$ cat config.mk
export PLATFORM = sky130hd
export DESIGN_NAME = i2s_transmitter
export DESIGN_NICKNAME = d
export VERILOG_FILES = /design/src/rtl/i2s_transmitter.sv
export SDC_FILE = /design/constraint.sdc
export NUM_CORES = 1
export LEC_CHECK = 0
export ABC_AREA = 1
export ABC_CLOCK_PERIOD_IN_PS = 3900
export BUFFER_PORTS_ARGS = -buffer_cell sky130_fd_sc_hd__buf_2
export CAP_MARGIN = 20
export CORE_AREA = 4 4 108 99
export DETAILED_ROUTE_END_ITERATION = 16
export DIE_AREA = 0 0 112 103
export PLACE_DENSITY = 0.65
export SLEW_MARGIN = 10
export SYNTH_ARGS = -nofsm -noshare
export SYNTH_HDL_FRONTEND = slang
export SYNTH_SLANG_ARGS = --single-unit
$ cat constraint.sdc
create_clock -name clk_in -period 3.9 [get_ports clk_in]
set_clock_uncertainty 0.15 [all_clocks]
set_input_delay 0.78 -clock clk_in [delete_from_list [all_inputs] [get_ports clk_in]]
set_output_delay 0.78 -clock clk_in [all_outputs]
set_load 0.01 [all_outputs]
$ cat src/rtl/i2s_transmitter.sv
// Philips I2S master transmitter: 64 BCLK frames (32 per slot), MSB one BCLK after each LRCLK edge.
// All outputs registered; the sample pair is captured on sample_valid_in and loaded at frame start.
module i2s_transmitter #(
  parameter int SAMPLE_WIDTH = 16,
  parameter int BCLK_DIV     = 12
) (
  input  logic                    clk_in,
  input  logic                    rst_in,
  input  logic                    enable_in,
  input  logic [SAMPLE_WIDTH-1:0] left_sample_in,
  input  logic [SAMPLE_WIDTH-1:0] right_sample_in,
  input  logic                    sample_valid_in,
  output logic                    i2s_bclk_out,
  output logic                    i2s_lrclk_out,
  output logic                    i2s_data_out,
  output logic                    frame_start_out,
  output logic                    underrun_out
);

  localparam int              DW       = (BCLK_DIV > 2) ? $clog2(BCLK_DIV) : 1;
  localparam logic [DW-1:0]   DIV_LAST = DW'(BCLK_DIV - 1);
  localparam logic [5:0]      SW_BITS  = 6'(SAMPLE_WIDTH);

  typedef enum logic [1:0] {
    IDLE  = 2'd0,
    RUN   = 2'd1,
    DRAIN = 2'd2
  } state_t;

  state_t state;
  state_t state_nxt;

  logic [DW-1:0]           div_cnt;
  logic [DW-1:0]           div_cnt_nxt;
  logic [5:0]              bit_cnt;
  logic [5:0]              bit_cnt_nxt;
  logic [5:0]              bit_inc;
  logic [4:0]              slot_pos;
  logic [SAMPLE_WIDTH-1:0] hold_l;
  logic [SAMPLE_WIDTH-1:0] hold_r;
  logic [SAMPLE_WIDTH-1:0] shift_l;
  logic [SAMPLE_WIDTH-1:0] shift_r;
  logic [SAMPLE_WIDTH-1:0] shift_l_nxt;
  logic [SAMPLE_WIDTH-1:0] shift_r_nxt;
  logic                    fresh;
  logic                    bclk_nxt;
  logic                    lrclk_nxt;
  logic                    data_nxt;
  logic                    frame_start_nxt;
  logic                    underrun_nxt;
  logic                    active;
  logic                    div_wrap;
  logic                    fall;
  logic                    frame_end;
  logic                    load;

  assign active    = (state != IDLE);
  assign div_wrap  = active && (div_cnt == DIV_LAST);
  assign fall      = div_wrap && i2s_bclk_out;
  assign frame_end = fall && (bit_cnt == 6'd63);
  assign load      = frame_end && enable_in;
  assign bit_inc   = bit_cnt + 6'd1;
  assign slot_pos  = bit_inc[4:0];

  always_ff @(posedge clk_in) begin
    if (rst_in) begin
      state <= IDLE;
    end else begin
      state <= state_nxt;
    end
  end

  // Dropping enable mid-frame drains; the frame always ends on the fall back to bit 0.
  always_comb begin
    state_nxt = state;
    case (state)
      IDLE: begin
        if (enable_in) state_nxt = RUN;
      end
      RUN, DRAIN: begin
        if (frame_end && !enable_in) state_nxt = IDLE;
        else if (enable_in)          state_nxt = RUN;
        else                         state_nxt = DRAIN;
      end
      default: state_nxt = IDLE;
    endcase
  end

  always_comb begin
    div_cnt_nxt     = div_cnt;
    bit_cnt_nxt     = bit_cnt;
    bclk_nxt        = i2s_bclk_out;
    lrclk_nxt       = i2s_lrclk_out;
    data_nxt        = i2s_data_out;
    shift_l_nxt     = shift_l;
    shift_r_nxt     = shift_r;
    frame_start_nxt = 1'b0;
    underrun_nxt    = 1'b0;
    if (state == IDLE) begin
      div_cnt_nxt = '0;
      bit_cnt_nxt = 6'd63;
      bclk_nxt    = 1'b0;
      lrclk_nxt   = 1'b0;
      data_nxt    = 1'b0;
    end else begin
      if (div_wrap) begin
        div_cnt_nxt = '0;
        bclk_nxt    = !i2s_bclk_out;
      end else begin
        div_cnt_nxt = div_cnt + DW'(1);
      end
      if (frame_end && !enable_in) begin
        bit_cnt_nxt = 6'd63;
        lrclk_nxt   = 1'b0;
        data_nxt    = 1'b0;
      end else if (fall) begin
        bit_cnt_nxt = bit_inc;
        lrclk_nxt   = bit_inc[5];
        data_nxt    = 1'b0;
        if (load) begin
          // A pulse coinciding with the load bypasses the holding register.
          shift_l_nxt     = sample_valid_in ? left_sample_in  : hold_l;
          shift_r_nxt     = sample_valid_in ? right_sample_in : hold_r;
          frame_start_nxt = 1'b1;
          underrun_nxt    = !fresh && !sample_valid_in;
        end else if ((slot_pos != 5'd0) && ({1'b0, slot_pos} <= SW_BITS)) begin
          if (bit_inc[5]) begin
            data_nxt    = shift_r[SAMPLE_WIDTH-1];
            shift_r_nxt = shift_r << 1;
          end else begin
            data_nxt    = shift_l[SAMPLE_WIDTH-1];
            shift_l_nxt = shift_l << 1;
          end
        end
      end
    end
  end

  always_ff @(posedge clk_in) begin
    if (rst_in) begin
      div_cnt         <= '0;
      bit_cnt         <= 6'd63;
      hold_l          <= '0;
      hold_r          <= '0;
      shift_l         <= '0;
      shift_r         <= '0;
      fresh           <= 1'b0;
      i2s_bclk_out    <= 1'b0;
      i2s_lrclk_out   <= 1'b0;
      i2s_data_out    <= 1'b0;
      frame_start_out <= 1'b0;
      underrun_out    <= 1'b0;
    end else begin
      div_cnt         <= div_cnt_nxt;
      bit_cnt         <= bit_cnt_nxt;
      shift_l         <= shift_l_nxt;
      shift_r         <= shift_r_nxt;
      i2s_bclk_out    <= bclk_nxt;
      i2s_lrclk_out   <= lrclk_nxt;
      i2s_data_out    <= data_nxt;
      frame_start_out <= frame_start_nxt;
      underrun_out    <= underrun_nxt;
      if (sample_valid_in) begin
        hold_l <= left_sample_in;
        hold_r <= right_sample_in;
      end
      if (load) begin
        fresh <= 1'b0;
      end else if (sample_valid_in) begin
        fresh <= 1'b1;
      end
    end
  end

endmodule
* After elaboration in Yosys (flattened, before gate mapping)
Cells that the tools add are included. W data, S select, Z words.
Storage, ports and cells: register bits 82, input port bits 36, output and inout bits 5, word-level logic and storage cells 67
Cells by class: add/sub/neg operators 2, magnitude comparators 1, equal/unequal tests 6, multiplexer cells 16, bitwise logic cells 4, reductions and logical operators 25
Operator list (number):
- $mux W16 | 8
- $reduce_and A5 Y1 | 2
- $logic_and A1 B1 Y1 | 7
- $add A6 B1 Y6 const B | 1
- $eq A6 B6 Y1 const B | 1
- $mux W2 | 3
- $reduce_bool A2 Y1 | 3
- $reduce_or A2 Y1 | 3
- $reduce_or A3 Y1 | 2
- $le A5 B5 Y1 const B | 1
- $reduce_bool A5 Y1 | 1
- $reduce_or A5 Y1 | 1
- $add A4 B1 Y4 const B | 1
- $eq A4 B4 Y1 const B | 1
- $logic_not A1 Y1 | 4
- $mux W1 | 4
- $not A1 Y1 | 4
- $pmux W2 S2 | 1
- $reduce_or A4 Y1 | 1
- $eq A2 B1 Y1 const B | 1
- $eq A2 B2 Y1 const B | 1
- $logic_not A2 Y1 | 1
- $ne A2 B1 Y1 const B | 1
- $ne A2 B2 Y1 const B | 1

* Longest topological paths before layout
Gate-level depths: netlist of the first run.
depth after elaboration 7, gate-level depth with buffers 13, mapped depth without buffers 12

* Least setup slack after synthesis of the first run
No wires, ideal clock.
kind input to register, start input sample_valid_in, end register shift_l[2], setup time 0.113 ns, arrival 1.862 ns, data required time 3.637 ns, setup slack 1.775 ns, cell stages on the path 6, buffers on the path 2, path through clkbuf_1 > clkbuf_1 > mux2i_1 > o21ai_0 > nor2_1 > nor2_1
Between the ends: word-level cells in the longest chain between the ends 2
RTL lines:
- start, declared | RTL line 12 | input logic sample_valid_in,
- $mux W16
- $mux W16 | RTL line 120 | if (load) begin
- end signal, assigned | RTL line 156 | shift_l <= shift_l_nxt;
- end, declared | RTL line 41 | logic [SAMPLE_WIDTH-1:0] shift_l;
Every way passes these cells. A chain may end at the register's enable or synchronous reset.

* Final worst setup path of the first run
start register state[0], end register shift_l[4]
Between the ends: word-level cells in the longest chain between the ends 7, elaborated cells between the ends (all ways) 13, classes of those cells eq/ne: 1; mux: 1; bitwise: 2; reduce/logical: 9
RTL lines:
- start, declared | RTL line 30 | state_t state;
- start signal, assigned | RTL line 69 | state <= state_nxt;
- $reduce_bool A2 Y1 | RTL line 57 | assign active = (state != IDLE);
- $logic_and A1 B1 Y1 | RTL line 58 | assign div_wrap = active && (div_cnt == DIV_LAST);
- $logic_and A1 B1 Y1 | RTL line 59 | assign fall = div_wrap && i2s_bclk_out;
- $logic_and A1 B1 Y1 | RTL line 60 | assign frame_end = fall && (bit_cnt == 6'd63);
- $logic_and A1 B1 Y1, on equally long branches | RTL line 61, 112
- $ne A2 B1 Y1 (no source line), or another cell as far along
- $reduce_and A5 Y1 (no source line)
Several ways; a longest one is shown, not always the timed one.

==> run metrics, run 1 <==
Starting DRT DRC Count=239; post-route worst setup slack=0.9930 ns; total wire length=8060 um; worst-case vdd ir drop=0.2176 mV; crit path DAT=3.01 ns; Buf/Inv on CP=3; number of synthesized flops with an enable pin=0; num ports=41; share of cells above drive strength 1=12.72%; grt ovf=0; CTS buffer count=9; Avg Inst Size Synth=6.927 um^2; final hold vios=0; Placement Setup Slack=1.004 ns; Hold WC Path Type=register to register; Tmin final=2.907 ns; vias in the first global route=3155; crit path kind=register to register; starting density of the core=39.29%; Reg clk slew, reported paths=0.08 ns; Clock Latency Late Sink=0.35 ns; row cnt=34; Slew Limit Fails=0; Max Root-Sink Buffers=2; Final GP Congestion=0.8513; clock share of power=45.6%; pwr dens=412.4 nW/um^2; CTS Sinks=82; hold_buf cts=0; Root Driver=clkbuf_8; Critical Path Fanout Max=31; combinational share of power=5.6%; Crit. End Element=register; post-CTS setup buffers=0; DRC viols=0; area delta synth->final=14.14%; Non-Filler Instances=700; 1st-pass router iterations=4; detail-routed net length per standard cell=11.51 um; ant diodes=0; sequential area share after synthesis=43.65%; crit-path cells=inv_1 > ha_1 > inv_1 > nand2_1 > nor2_2 > nand3_2 > buf_4 > nand2_1 > nand3_2 > nor2_1 > nor2_1; Int Power=1.389 mW; Slew @ Worst Pin=0.7010 ns; hpwl dp=5558 um; largest net degree at the start of global routing=36; first-pass GRT wire length=13920 um; Port Buf Inserts=40; Synth Register Bits=82; CTS H-tree lvls=3; die area=11540 um^2; post-synthesis cell count=543; outcome=finished clean; syn_nets=583; # resized after CTS=0; Die X=112 um; Yosys cell types=29; RSZ-0062 raised after global routing=no; CP max stage delay=0.56 ns; Post-DRT Antenna Nets=0; initial antenna violation count=0; fin nets=609; Pleak=2.061 nW; Main synth FF type=dfxtp_1; worst-path cell with the longest stage delay=nor2_2; Vert. Die Dim=103 um; via count=3343; sw frac=21.55%; delay-heaviest family, CP=simple AND/OR/NAND/NOR gates; maxcap violations=0; core area=9572 um^2; synth warn=0; Final Cycle Share=74.54%; Slew headroom=53.22%; fraction of registers with async set or reset after synthesis=0%; Final setup viols=0; startpoint types=register; fraction of power consumed by sequential logic=48.8%; post-synthesis instance area=3761 um^2; Total Power=1.771 mW; critical path required time=4.00 ns; via-per-instance ratio=4.776; gr usage total=14.72%; commonest non-fill, non-tap cells in the layout=nand2_1, dfxtp_1, nor2_1, inv_1, buf_2; CTS tree=done; total negative setup slack=0 ns; dpl cells=683; Max Clk Rate=0.3440 GHz; switching power of the nets=0.3815 mW; commonest non-fill, non-tap cell in the layout=nand2_1
==> registers in the layout, summed over array words and instances, names as in the netlist <==
signal           count
div_cnt              4
fresh                1
frame_start_out      1
hold_l              16
hold_r              16
i2s_data_out         1
i2s_lrclk_out        1
state                2
shift_r             16
bit_cnt              6
i2s_bclk_out         1
shift_l             16
underrun_out         1
==> power by group through the flow <==
| stage | sequential [mW] | combinational [mW] | clock [mW] |
|---|---|---|---|
| finish | 0.864 | 0.0991 | 0.808 |
| global route | 0.866 | 0.114 | 0.868 |
| CTS | 0.864 | 0.101 | 0.828 |
| detailed placement | 0.884 | 0.100 | 0 |
| global placement | 0.883 | 0.0984 | 0 |
| floorplan | 0.882 | 0.0657 | 0 |
==> area by class of cell <==
type | count | area (um^2)
Tap cell | 126 | 157.7
Fill cell | 985 | 5279
Clock inverter | 6 | 137.6
Clock buffer | 10 | 127.6
Multi-Input combinational cell | 379 | 1784
Inverter | 50 | 187.7
Sequential cell | 82 | 1642
Timing Repair Buffer | 47 | 256.5
==> per-layer routing <==
metal  global-route usage, %  part of all wire, %  vias to the layer above
met4                   5.823                  1.6                        0
li1                        -                    -                     1773
met2                   25.76                   47                       51
met1                   16.89                   47                     1506
met3                   4.812                  4.3                       13
met5                       0                    0                        -
==> metrics by stage <==
stage | hold slack (ns) | utilization (%) | cell area [um^2]
floorplan | 0.2679 | - | 3761
global placement | 0.2804 | 41.96 | 4016
detailed placement | 0.2843 | 41.96 | 4016
CTS | 0.2999 | 44.73 | 4282
global route | 0.3228 | 44.85 | 4293
finish | 0.2960 | 44.85 | 4293
==> kinds of logic after synthesis <==
logic type / count (synthesis) / share of synthesized area [%]
adder cells (fa/ha/maj): 4 / 1.331
AO/OA/AOI/OAI: 62 / 8.616
multiplexers: 15 / 3.992
XOR/XNOR: 3 / 0.6987
buffers and inverters: 82 / 8.982
AND/OR/NAND/NOR: 295 / 32.73
flip-flops: 82 / 43.65
==> path summary, 6_finish.rpt <==
kind | startpoint | endpoint | slack (ns) | cells past startpoint
max | state[0]$_SDFFE_PP0P_ | shift_l[4]$_SDFFE_PP0P_ | 0.99 | 11
max reg2reg | state[0]$_SDFFE_PP0P_ | shift_l[4]$_SDFFE_PP0P_ | 0.99 | 11
min reg2reg | div_cnt[0]$_SDFF_PP0_ | div_cnt[0]$_SDFF_PP0_ | 0.30 | 1
min | div_cnt[0]$_SDFF_PP0_ | div_cnt[0]$_SDFF_PP0_ | 0.30 | 1
==> synthesized netlist by cell type, drive strengths merged, types with 2 or more instances <==
cell    count  share of area [%]
o21ai      21                2.8
nand4      18                3.0
clkbuf     17                1.7
clkinv      2               0.20
or2         4               0.67
nor2       71                7.1
nand3      30                4.3
nand2     168                 17
nor3        3               0.70
dfxtp      82                 44
mux2i      15                4.0
xor2        2               0.47
ha          4                1.3
a21oi      37                5.0
inv        48                4.8
buf        15                2.3
o211ai      3               0.60
==> worst register-to-register path: stages, from the launching register on <==
cell and delay, ns:
dfxtp_1 0.35, inv_1 0.06, ha_1 0.22, inv_1 0.07, nand2_1 0.06, nor2_2 0.56
nand3_2 0.14, buf_4 0.27, nand2_1 0.12, nand3_2 0.45, nor2_1 0.27, nor2_1 0.07
Note: power is estimated with default switching activity, not from simulation.
==> run 2: changes to the inputs <==
--- a/config.mk
+++ b/config.mk
@@ -6,13 +6,13 @@
 export NUM_CORES = 1
 export LEC_CHECK = 0
 export ABC_AREA = 1
-export ABC_CLOCK_PERIOD_IN_PS = 3900
+export ABC_CLOCK_PERIOD_IN_PS = 2400
 export BUFFER_PORTS_ARGS = -buffer_cell sky130_fd_sc_hd__buf_2
 export CAP_MARGIN = 20
 export CORE_AREA = 4 4 108 99
 export DETAILED_ROUTE_END_ITERATION = 16
 export DIE_AREA = 0 0 112 103
-export PLACE_DENSITY = 0.65
+export PLACE_DENSITY = 0.67
 export SLEW_MARGIN = 10
 export SYNTH_ARGS = -nofsm -noshare
 export SYNTH_HDL_FRONTEND = slang
==> constraint.sdc (replaced) <==
create_clock -name clk_in -period 2.4 [get_ports clk_in]
set_clock_uncertainty 0.15 [all_clocks]
set_input_delay 0.48 -clock clk_in [delete_from_list [all_inputs] [get_ports clk_in]]
set_output_delay 0.48 -clock clk_in [all_outputs]
set_load 0.01 [all_outputs]
==> run 2 against run 1 <==
Wire length rose by 4.7%. Final cell count rose by 1.4%. Design area rose by 1.8%. Count of clock-buffer cells in the layout did not move. Largest cell class unchanged. Critical endpoint is now shift_l[11]$_SDFFE_PP0P_. Clock power rose by 16%.
==> run metrics, run 2 (same netlist as run 1, synthesis figures left out) <==
Pleak=2.087 nW (was 2.061 nW); Total Power=2.503 mW (was 1.771 mW); Max Clk Rate=0.4573 GHz (was 0.3440 GHz); r2r endpoint=shift_l[11]$_SDFFE_PP0P_ (was shift_l[4]$_SDFFE_PP0P_); share of cells above drive strength 1=14.55% (was 12.72%); via count=3423 (was 3343); fraction of power consumed by sequential logic=56.1% (was 48.8%); RR Startpoint=state[0]$_SDFFE_PP0P_ (unchanged); Die X=112 um (unchanged); Slew headroom=58.32% (was 53.22%); largest net degree at the start of global routing=52 (was 36); Slew @ Worst Pin=0.6231 ns (was 0.7010 ns); Final GP Congestion=0.8526 (was 0.8513); worst hold endpoint=hold_l[3]$_SDFF_PP0_ (was div_cnt[0]$_SDFF_PP0_); Hold WC Path Type=input pin to register (was register to register); Crit. End Element=register (unchanged); Root Driver=clkbuf_8 (unchanged); Final Cycle Share=91.12% (was 74.54%); commonest non-fill, non-tap cell in the layout=nand2_1 (unchanged); flop-to-flop setup slack=0.21 ns (was 0.99 ns); clock share of power=37.3% (was 45.6%); CTS Sinks=82 (unchanged); final hold vios=0 (unchanged); die area=11540 um^2 (unchanged); Port Buf Inserts=40 (unchanged); CTS H-tree lvls=3 (unchanged); 1st-pass router iterations=4 (unchanged); startpoint types=register (unchanged); total wire length=8442 um (was 8060 um); RSZ-0062 raised after global routing=yes (was no); maxcap violations=0 (unchanged); commonest non-fill, non-tap cells in the layout=nand2_1, dfxtp_1, nor2_1, inv_1, buf_2 (unchanged); r2r worst-path depth=13 (was 11); worst-case vdd ir drop=0.4110 mV (was 0.2176 mV); Critical Path Fanout Max=31 (unchanged); Tmin final=2.187 ns (was 2.907 ns); Slew Limit Fails=0 (unchanged); core area=9572 um^2 (unchanged); critical path required time=2.55 ns (was 4.00 ns); worst hold path cell count=3 (was 1); crit path DAT=2.33 ns (was 3.01 ns); num ports=41 (unchanged); Post-DRT Antenna Nets=0 (unchanged); outcome=finished clean (unchanged); crit path kind=register to register (unchanged); Starting DRT DRC Count=205 (was 239); detail-routed net length per standard cell=11.89 um (was 11.51 um); vias in the first global route=3275 (was 3155); worst hold start=left_sample_in[3] (was div_cnt[0]$_SDFF_PP0_); Reg clk slew, reported paths=0.09 ns (was 0.08 ns); row cnt=34 (unchanged); hold_buf cts=0 (unchanged); pwr dens=572.9 nW/um^2 (was 412.4 nW/um^2); Final setup viols=0 (unchanged); Clock Latency Late Sink=0.36 ns (was 0.35 ns); fin nets=619 (was 609); initial antenna violation count=0 (unchanged); total negative setup slack=0 ns (unchanged); via-per-instance ratio=4.821 (was 4.776); DRC viols=0 (unchanged); combinational share of power=6.6% (was 5.6%); ant diodes=0 (unchanged); gr usage total=15.14% (was 14.72%); hpwl dp=5537 um (was 5558 um); first-pass GRT wire length=14250 um (was 13920 um); CTS tree=done (unchanged); Int Power=1.870 mW (was 1.389 mW); CTS buffer count=9 (unchanged); area delta synth->final=16.17% (was 14.14%); switching power of the nets=0.6335 mW (was 0.3815 mW); grt ovf=0 (unchanged); sw frac=25.31% (was 21.55%); starting density of the core=39.29% (unchanged); Max Root-Sink Buffers=2 (unchanged); Vert. Die Dim=103 um (unchanged)
[run 2: cell types whose count changed in the layout (fill, tap and decap cells not counted), sizes merged]
cell / change
a21oi: +1
buf: +8
clkbuf: +1
bufinv: -4
clkinvlp: +2
inv: +2
[run 2: worst max-delay path by stage]
| stage | start | endpoint | cells after the start | slack [ns] |
|---|---|---|---|---|
| after detailed placement | state[0]$_SDFFE_PP0P_ | shift_r[12]$_SDFFE_PP0P_ | 10 | -0.21 |
| after CTS | state[0]$_SDFFE_PP0P_ | shift_l[11]$_SDFFE_PP0P_ | 13 | 0.05 |
| final | state[0]$_SDFFE_PP0P_ | shift_l[11]$_SDFFE_PP0P_ | 13 | 0.21 |
| after global placement | state[0]$_SDFFE_PP0P_ | shift_r[15]$_SDFFE_PP0P_ | 10 | -0.05 |
| after global routing | state[0]$_SDFFE_PP0P_ | shift_l[11]$_SDFFE_PP0P_ | 13 | -0.005 |
| after floorplan | bit_cnt[0]$_SDFFE_PP1P_ | shift_l[10]$_SDFFE_PP0P_ | 10 | 0.43 |
[run 2: cell type report]
class	instances	area [um^2]
Clock buffer	10	137.6
Clock inverter	6	46.29
Fill cell	970	5202
Inverter	50	187.7
Multi-Input combinational cell	380	1823
Sequential cell	82	1642
Tap cell	126	157.7
Timing Repair Buffer	56	375.4
[run 2: stage by stage]
stage | hold WS (ns) | worst slack [ns] | util (%) | cells | instance area, um^2
6_report | 0.2316 | 0.2131 | 45.65 | 710 | 4369
2_1_floorplan | 0.2679 | 0.4253 | - | 543 | 3761
4_1_cts | 0.2240 | 0.04727 | 44.77 | 706 | 4285
3_5_place_dp | 0.2909 | -0.2100 | 42.77 | 690 | 4094
5_1_grt | 0.2194 | -0.004688 | 45.65 | 710 | 4369
3_3_place_gp | 0.2807 | -0.04988 | 42.77 | 690 | 4094
[run 2: routing by layer]
| metal | global-route usage [%] | wire [um] | vias up | part of all wire (%) |
|---|---|---|---|---|
| met5 | 0 | 0 | - | 0 |
| li1 | - | - | 1796 | - |
| met3 | 4.519 | 369 | 7 | 4.4 |
| met2 | 27.47 | 4082 | 62 | 48 |
| met1 | 17.45 | 3909 | 1558 | 46 |
| met4 | 4.621 | 80 | 0 | 0.95 |
[run 2: what timing repair did]
| action | 4_1_cts | 5_1_grt |
|---|---|---|
| pin swaps | 0 | 2 |
| setup buffers | 0 | 2 |
| cloned | 0 | 2 |
| setup endpoints to repair | 16 | 33 |
| resized for setup | 1 | 8 |
[run 2: critical path, stage by stage (launching register included)]
cell and delay, ns:
dfxtp_1 0.36, inv_1 0.07, ha_1 0.22, inv_1 0.07
nand2_1 0.08, nor2_4 0.18, nand3_4 0.18, buf_12 0.22
nand3_1 0.10, nand3_2 0.09, buf_12 0.17, nand2_1 0.07
nand2_1 0.05, nor2_1 0.10
[run 2: power groups by stage]
stage	sequential, mW	clock [mW]	combinational (mW)
floorplan	1.43	0	0.107
CTS	1.40	0.962	0.167
finish	1.40	0.934	0.166
global route	1.41	1.02	0.191
global placement	1.43	0	0.161
detailed placement	1.44	0	0.166
